<file path="src/rtl/ex_muldiv.sv">
// Iterative HI/LO multiply/divide unit. Latency is 32 busy cycles after accept, with a done pulse on the 33rd.
// stall_req holds the pipeline from accept until commit; flush aborts with no commit.
module ex_muldiv (
    input  logic        clk,
    input  logic        rst,
    input  logic        en,
    input  logic [5:0]  funct,
    input  logic [31:0] operand_1,
    input  logic [31:0] operand_2,
    input  logic        flush,
    output logic        stall_req,
    output logic        done,
    output logic [31:0] hi,
    output logic [31:0] lo
);

    localparam logic [5:0] F_MTHI  = 6'h11;
    localparam logic [5:0] F_MTLO  = 6'h13;
    localparam logic [5:0] F_MULT  = 6'h18;
    localparam logic [5:0] F_MULTU = 6'h19;
    localparam logic [5:0] F_DIV   = 6'h1A;
    localparam logic [5:0] F_DIVU  = 6'h1B;

    typedef enum logic [1:0] {S_IDLE, S_MUL, S_DIV, S_DONE} state_t;

    state_t      state, state_nxt;
    logic [4:0]  cnt;
    logic [31:0] acc_hi, acc_lo, opnd;
    logic        neg_res, neg_rem, div_zero;

    logic        is_mul, is_div, is_signed, start, last;
    logic        op1_neg, op2_neg;
    logic [31:0] op1_mag, op2_mag;

    assign is_mul    = (funct == F_MULT) || (funct == F_MULTU);
    assign is_div    = (funct == F_DIV)  || (funct == F_DIVU);
    assign is_signed = (funct == F_MULT) || (funct == F_DIV);
    assign start     = (state == S_IDLE) && en && !flush && (is_mul || is_div);
    assign last      = (cnt == 5'd31);

    assign op1_neg = is_signed & operand_1[31];
    assign op2_neg = is_signed & operand_2[31];
    assign op1_mag = op1_neg ? (~operand_1 + 32'd1) : operand_1;
    assign op2_mag = op2_neg ? (~operand_2 + 32'd1) : operand_2;

    // Multiply step: acc_hi is the running upper product, acc_lo shifts the multiplier out LSB-first.
    logic [32:0] mul_sum;
    logic [31:0] mul_hi_nxt, mul_lo_nxt;
    logic [63:0] product, prod_fix;

    assign mul_sum    = {1'b0, acc_hi} + (acc_lo[0] ? {1'b0, opnd} : 33'd0);
    assign mul_hi_nxt = mul_sum[32:1];
    assign mul_lo_nxt = {mul_sum[0], acc_lo[31:1]};
    assign product    = {mul_hi_nxt, mul_lo_nxt};
    assign prod_fix   = neg_res ? (~product + 64'd1) : product;

    // Restoring divide step: acc_hi is the partial remainder, acc_lo shifts dividend out and quotient in.
    logic [32:0] div_sh;
    logic        div_ge;
    logic [31:0] div_hi_nxt, div_lo_nxt, quot_fix, rem_fix;

    assign div_sh     = {acc_hi, acc_lo[31]};
    assign div_ge     = div_sh >= {1'b0, opnd};
    assign div_hi_nxt = div_ge ? (div_sh[31:0] - opnd) : div_sh[31:0];
    assign div_lo_nxt = {acc_lo[30:0], div_ge};
    assign quot_fix   = neg_res ? (~div_lo_nxt + 32'd1) : div_lo_nxt;
    // With a zero divisor the remainder path yields |dividend|; re-applying the dividend sign restores the raw value.
    assign rem_fix    = neg_rem ? (~div_hi_nxt + 32'd1) : div_hi_nxt;

    assign stall_req = rst && !flush &&
                       (start || (state == S_MUL) || (state == S_DIV));

    always_ff @(posedge clk or negedge rst) begin
        if (!rst) state <= S_IDLE;
        else      state <= state_nxt;
    end

    always_comb begin
        state_nxt = state;
        case (state)
            S_IDLE: if (start) state_nxt = is_mul ? S_MUL : S_DIV;
            S_MUL,
            S_DIV: begin
                if (flush)     state_nxt = S_IDLE;
                else if (last) state_nxt = S_DONE;
            end
            default: state_nxt = S_IDLE;
        endcase
    end

    always_ff @(posedge clk or negedge rst) begin
        if (!rst) begin
            cnt      <= 5'd0;
            acc_hi   <= 32'd0;
            acc_lo   <= 32'd0;
            opnd     <= 32'd0;
            neg_res  <= 1'b0;
            neg_rem  <= 1'b0;
            div_zero <= 1'b0;
            hi       <= 32'd0;
            lo       <= 32'd0;
            done     <= 1'b0;
        end else begin
            done <= 1'b0;
            case (state)
                S_IDLE: begin
                    if (start) begin
                        acc_hi   <= 32'd0;
                        acc_lo   <= is_mul ? op2_mag : op1_mag;
                        opnd     <= is_mul ? op1_mag : op2_mag;
                        neg_res  <= op1_neg ^ op2_neg;
                        neg_rem  <= op1_neg;
                        div_zero <= (operand_2 == 32'd0);
                        cnt      <= 5'd0;
                    end else if (en && !flush && funct == F_MTHI) begin
                        hi <= operand_1;
                    end else if (en && !flush && funct == F_MTLO) begin
                        lo <= operand_1;
                    end
                end
                S_MUL: begin
                    if (flush) begin
                        cnt <= 5'd0;
                    end else begin
                        cnt    <= cnt + 5'd1;
                        acc_hi <= mul_hi_nxt;
                        acc_lo <= mul_lo_nxt;
                        if (last) begin
                            hi   <= prod_fix[63:32];
                            lo   <= prod_fix[31:0];
                            done <= 1'b1;
                        end
                    end
                end
                S_DIV: begin
                    if (flush) begin
                        cnt <= 5'd0;
                    end else begin
                        cnt    <= cnt + 5'd1;
                        acc_hi <= div_hi_nxt;
                        acc_lo <= div_lo_nxt;
                        if (last) begin
                            hi   <= rem_fix;
                            lo   <= div_zero ? 32'hFFFF_FFFF : quot_fix;
                            done <= 1'b1;
                        end
                    end
                end
                default: cnt <= 5'd0;
            endcase
        end
    end

endmodule

</file>
<file path="config.mk">
export PLATFORM = sky130hd
export DESIGN_NAME = ex_muldiv
export DESIGN_NICKNAME = d
export VERILOG_FILES = /design/src/rtl/ex_muldiv.sv
export SDC_FILE = /design/constraint.sdc
export NUM_CORES = 1
export LEC_CHECK = 0
export ABC_AREA = 1
export CORE_MARGIN = 2
export CORE_UTILIZATION = 50
export DETAILED_ROUTE_END_ITERATION = 8
export GPL_TIMING_DRIVEN = 1
export PLACE_DENSITY = 0.7
export REMOVE_ABC_BUFFERS = 1
export SYNTH_ARGS = -nofsm -noshare
export SYNTH_HDL_FRONTEND = slang
export SYNTH_SLANG_ARGS = --single-unit
</file>
<file path="constraint.sdc">
create_clock -name clk -period 7.65 [get_ports clk]
set_clock_uncertainty 0.15 [all_clocks]
set_input_delay 2.295 -clock clk [delete_from_list [all_inputs] [get_ports clk]]
set_output_delay 2.295 -clock clk [all_outputs]
set_load 0.02 [all_outputs]
</file>
==> flow_summary.yaml <==
status:
  status: "finished clean"
worst_setup_path:
  crit_chain: "clkdlybuf4s50_1, inv_1, nor2_1, nand2_1, nor3_4, inv_1, a21oi_1, clkdlybuf4s50_1"
  worstPathRequired_ns: 5.20
  crit_path_end_kind: "primary output"
  cp_max_fo: 7
  cpMaxStageDelayCell: "clkdlybuf4s50_1"
  cp_slowest_stage_delay_ns: 0.62
  cp.arrival_ns: 4.37
  start_kind: "input pin"
  crit_type: "in -> out"
timing:
  rsz0062_at_grt: "no"
  slew_violations: 0
  fmax_ghz: 0.147
  hold_viol_final: 0
  fin_ws_ns: 0.833
  worst_pin_slew_ns: 1.08
  final-setup-viol-count: 0
  slew_headroom_pct: 28.0
  period_share_pct: 89.1
  holdWs_ns: 0.363
  period_minus_slack_ns: 6.82
synth:
  ys_dominant_reg_cell: "dfrtp_1"
  ys_warn_count: 0
  ys_seq_area_share_pct: 22.1
  ys_async_sr_fraction_pct: 100
  synth.distinct_cells: 61
  synth_seq_cells: 171
  synth_cells: 3306
  synth_enable_flop_cells: 0
  synthesis.area_sq_um: 19300
  syn_avg_cell_area_sq_um: 5.85
clock_network:
  clkLatencyLatePin_ns: 0.48
  hold_buffers: 0
  clockBufferDepth: 2
  root_buffer: "clkbuf_16"
  cts_made_buffers: 17
  postCtsSetupBuffers: 0
  clk_pin_slew_ns: 0.07
  ctsResizeCount: 0
  cts_tree: "done"
  clock-sinks: 171
  htreeDepth: 4
die:
  die_height_um: 201
  dieWidth_um: 201
  io_pins: 140
  die_area_sq_um: 40300
  start_util_pct: 50.4
  coreArea_sq_um: 38400
  rows: 72
routing:
  viasPerCell: 6.19
  drt_iter0_drc: 3484
  top_layer: "met5"
  firstDrtPassIters: 6
  wl_met2_mm: 36.9
  drt-total-wl_mm: 91.6
  routedLengthMet1_mm: 36.3
  ant_nets: 0
  wl_met3_mm: 12.1
  post_drt_wl_per_cell_um: 23.4
  vias: 24200
  drc: 0
layout:
  final_area_sq_um: 21700
  areaGrowthSynthToFinish_pct: 12.3
  final_nets: 3527
  drive_gt1_share_pct: 4.49
  nFillCells: 3966
  n_antenna_cell: 0
job:
  drv_cap: 0
min_path:
  hold_path.class: "reg -> reg"
placement:
  placed_area_sq_um: 21100
  globalplace.congestion: 1.06
  dp_slack_ns: 0.878
  dp_hpwl_mm: 70.7
  port-buffer-count: 139
global_routing:
  grt-ovfl-total: 0
  grt_max_degree: 80
  grt_pass1_vias: 22600
  grt_pass1_wl_mm: 137
  grt_usage_pct: 44.9
  antenna_found_initial: 1
power_and_ir_drop:
  power.leakage_nw: 10.9
  power.density_nw_per_um2: 515
  vdd_drop_max_mv: 0.489
  power.total_w: 0.0112
[kinds of logic (layout without fill, tap and decap cells)]
group	after synthesis	in the layout	share of synthesized area, %
adders and majority gates	77	77	5.06
xor gates and xnor gates	98	98	4.44
buffers and inverters	614	697	12.2
DFF	171	171	22.1
AOI/OAI and AO/OA	636	636	18.8
and+or+nand+nor	1710	1710	37.4
[stage by stage]
stage | instances | utilization (%) | setup TNS, ns
after floorplan | 3190 | - | -16.37
after global placement | 3875 | 55.0 | 0
after detailed placement | 3875 | 55.0 | 0
after CTS | 3907 | 56.6 | 0
after global routing | 3907 | 56.6 | 0
final | 3907 | 56.6 | 0
[critical path: cells and delay by family]
kind / cells / cell delay, ns
compound gates: 1 / 0.21
buf+inv: 4 / 1.37
simple gates: 3 / 0.48
[Yosys cell counts (all sizes together), types with 23 or more instances]
master  number  area share (%)
o22ai       74             2.4
a21oi      173             4.6
nand3      251             6.7
o21ai      267             7.0
nand2      874              17
dfrtp      171              22
buf         23            0.70
clkbuf      93             1.8
nor3        62             1.7
nor2       445             9.1
a31oi       29            0.94
nand4       42             1.4
xor2        78             3.5
ha          75             4.9
inv        491             9.5
[power by group]
group	internal (W)	switching (W)	total, W
Sequential	0.00133	0.000427	0.00175
Combinational	0.00250	0.00597	0.00847
Clock	0.000517	0.000448	0.000965
[sequential cells by signal, summed over array words and instances, names as in the netlist]
| register | cells |
|---|---|
| div_zero | 1 |
| neg_res | 1 |
| done | 1 |
| acc_lo | 32 |
| cnt | 5 |
| opnd | 32 |
| lo | 32 |
| state | 2 |
| neg_rem | 1 |
| hi | 32 |
| acc_hi | 32 |
[area by class of cell]
type	count	area (sq um)	area share (%)
flip-flops and latches	171	4280	19.7
clock buffers	19	433	1.99
repair buffers	167	1610	7.39
clock inverters	13	166	0.766
inverters	498	1870	8.61
multi-input cells	2521	12700	58.6
well taps	518	648	2.98
[layout by cell type, fill, tap and decap left out, types with 6 or more instances in the layout]
cell type / n
nor3_1: 60
nand4_1: 42
nand3_1: 246
clkbuf_16: 17
xor2_1: 78
a31oi_1: 29
nand3b_1: 10
or2_2: 10
nand2_2: 25
clkdlybuf4s50_1: 138
a21boi_0: 6
dfrtp_1: 169
a22oi_1: 8
o211ai_1: 19
nor4_1: 6
o22ai_1: 74
o221ai_1: 12
a21oi_1: 169
o21ai_1: 9
o31ai_1: 6
and2_1: 7
inv_1: 483
xnor2_1: 20
nor2_1: 422
nand2_1: 846
clkinv_1: 6
nor2_2: 15
o21bai_1: 6
ha_1: 74
o21ai_0: 253
nor2_4: 8
buf_4: 28
inv_2: 9
[final timing paths]
check	slack, ns	cells after the start	endpoint	startpoint
max in group asynchronous	4.24	2	neg_res$_DFFE_PN0P_	rst
hold reg to reg	0.36	2	cnt[4]$_DFFE_PN0P_	cnt[4]$_DFFE_PN0P_
setup / recovery	0.83	8	stall_req	funct[4]
min in group asynchronous	1.61	1	lo[28]$_DFFE_PN0P_	rst
hold / removal	0.36	2	cnt[4]$_DFFE_PN0P_	cnt[4]$_DFFE_PN0P_
setup reg to reg	2.12	22	hi[18]$_DFFE_PN0P_	acc_lo[0]$_DFFE_PN0P_
[routing by layer]
layer	GRT usage (%)	up-vias
li1	-	10900
met1	59.8	11300
met2	64.1	1719
met3	12.8	327
met4	27.3	2
met5	0	-
(Power assumes the default switching activity.)
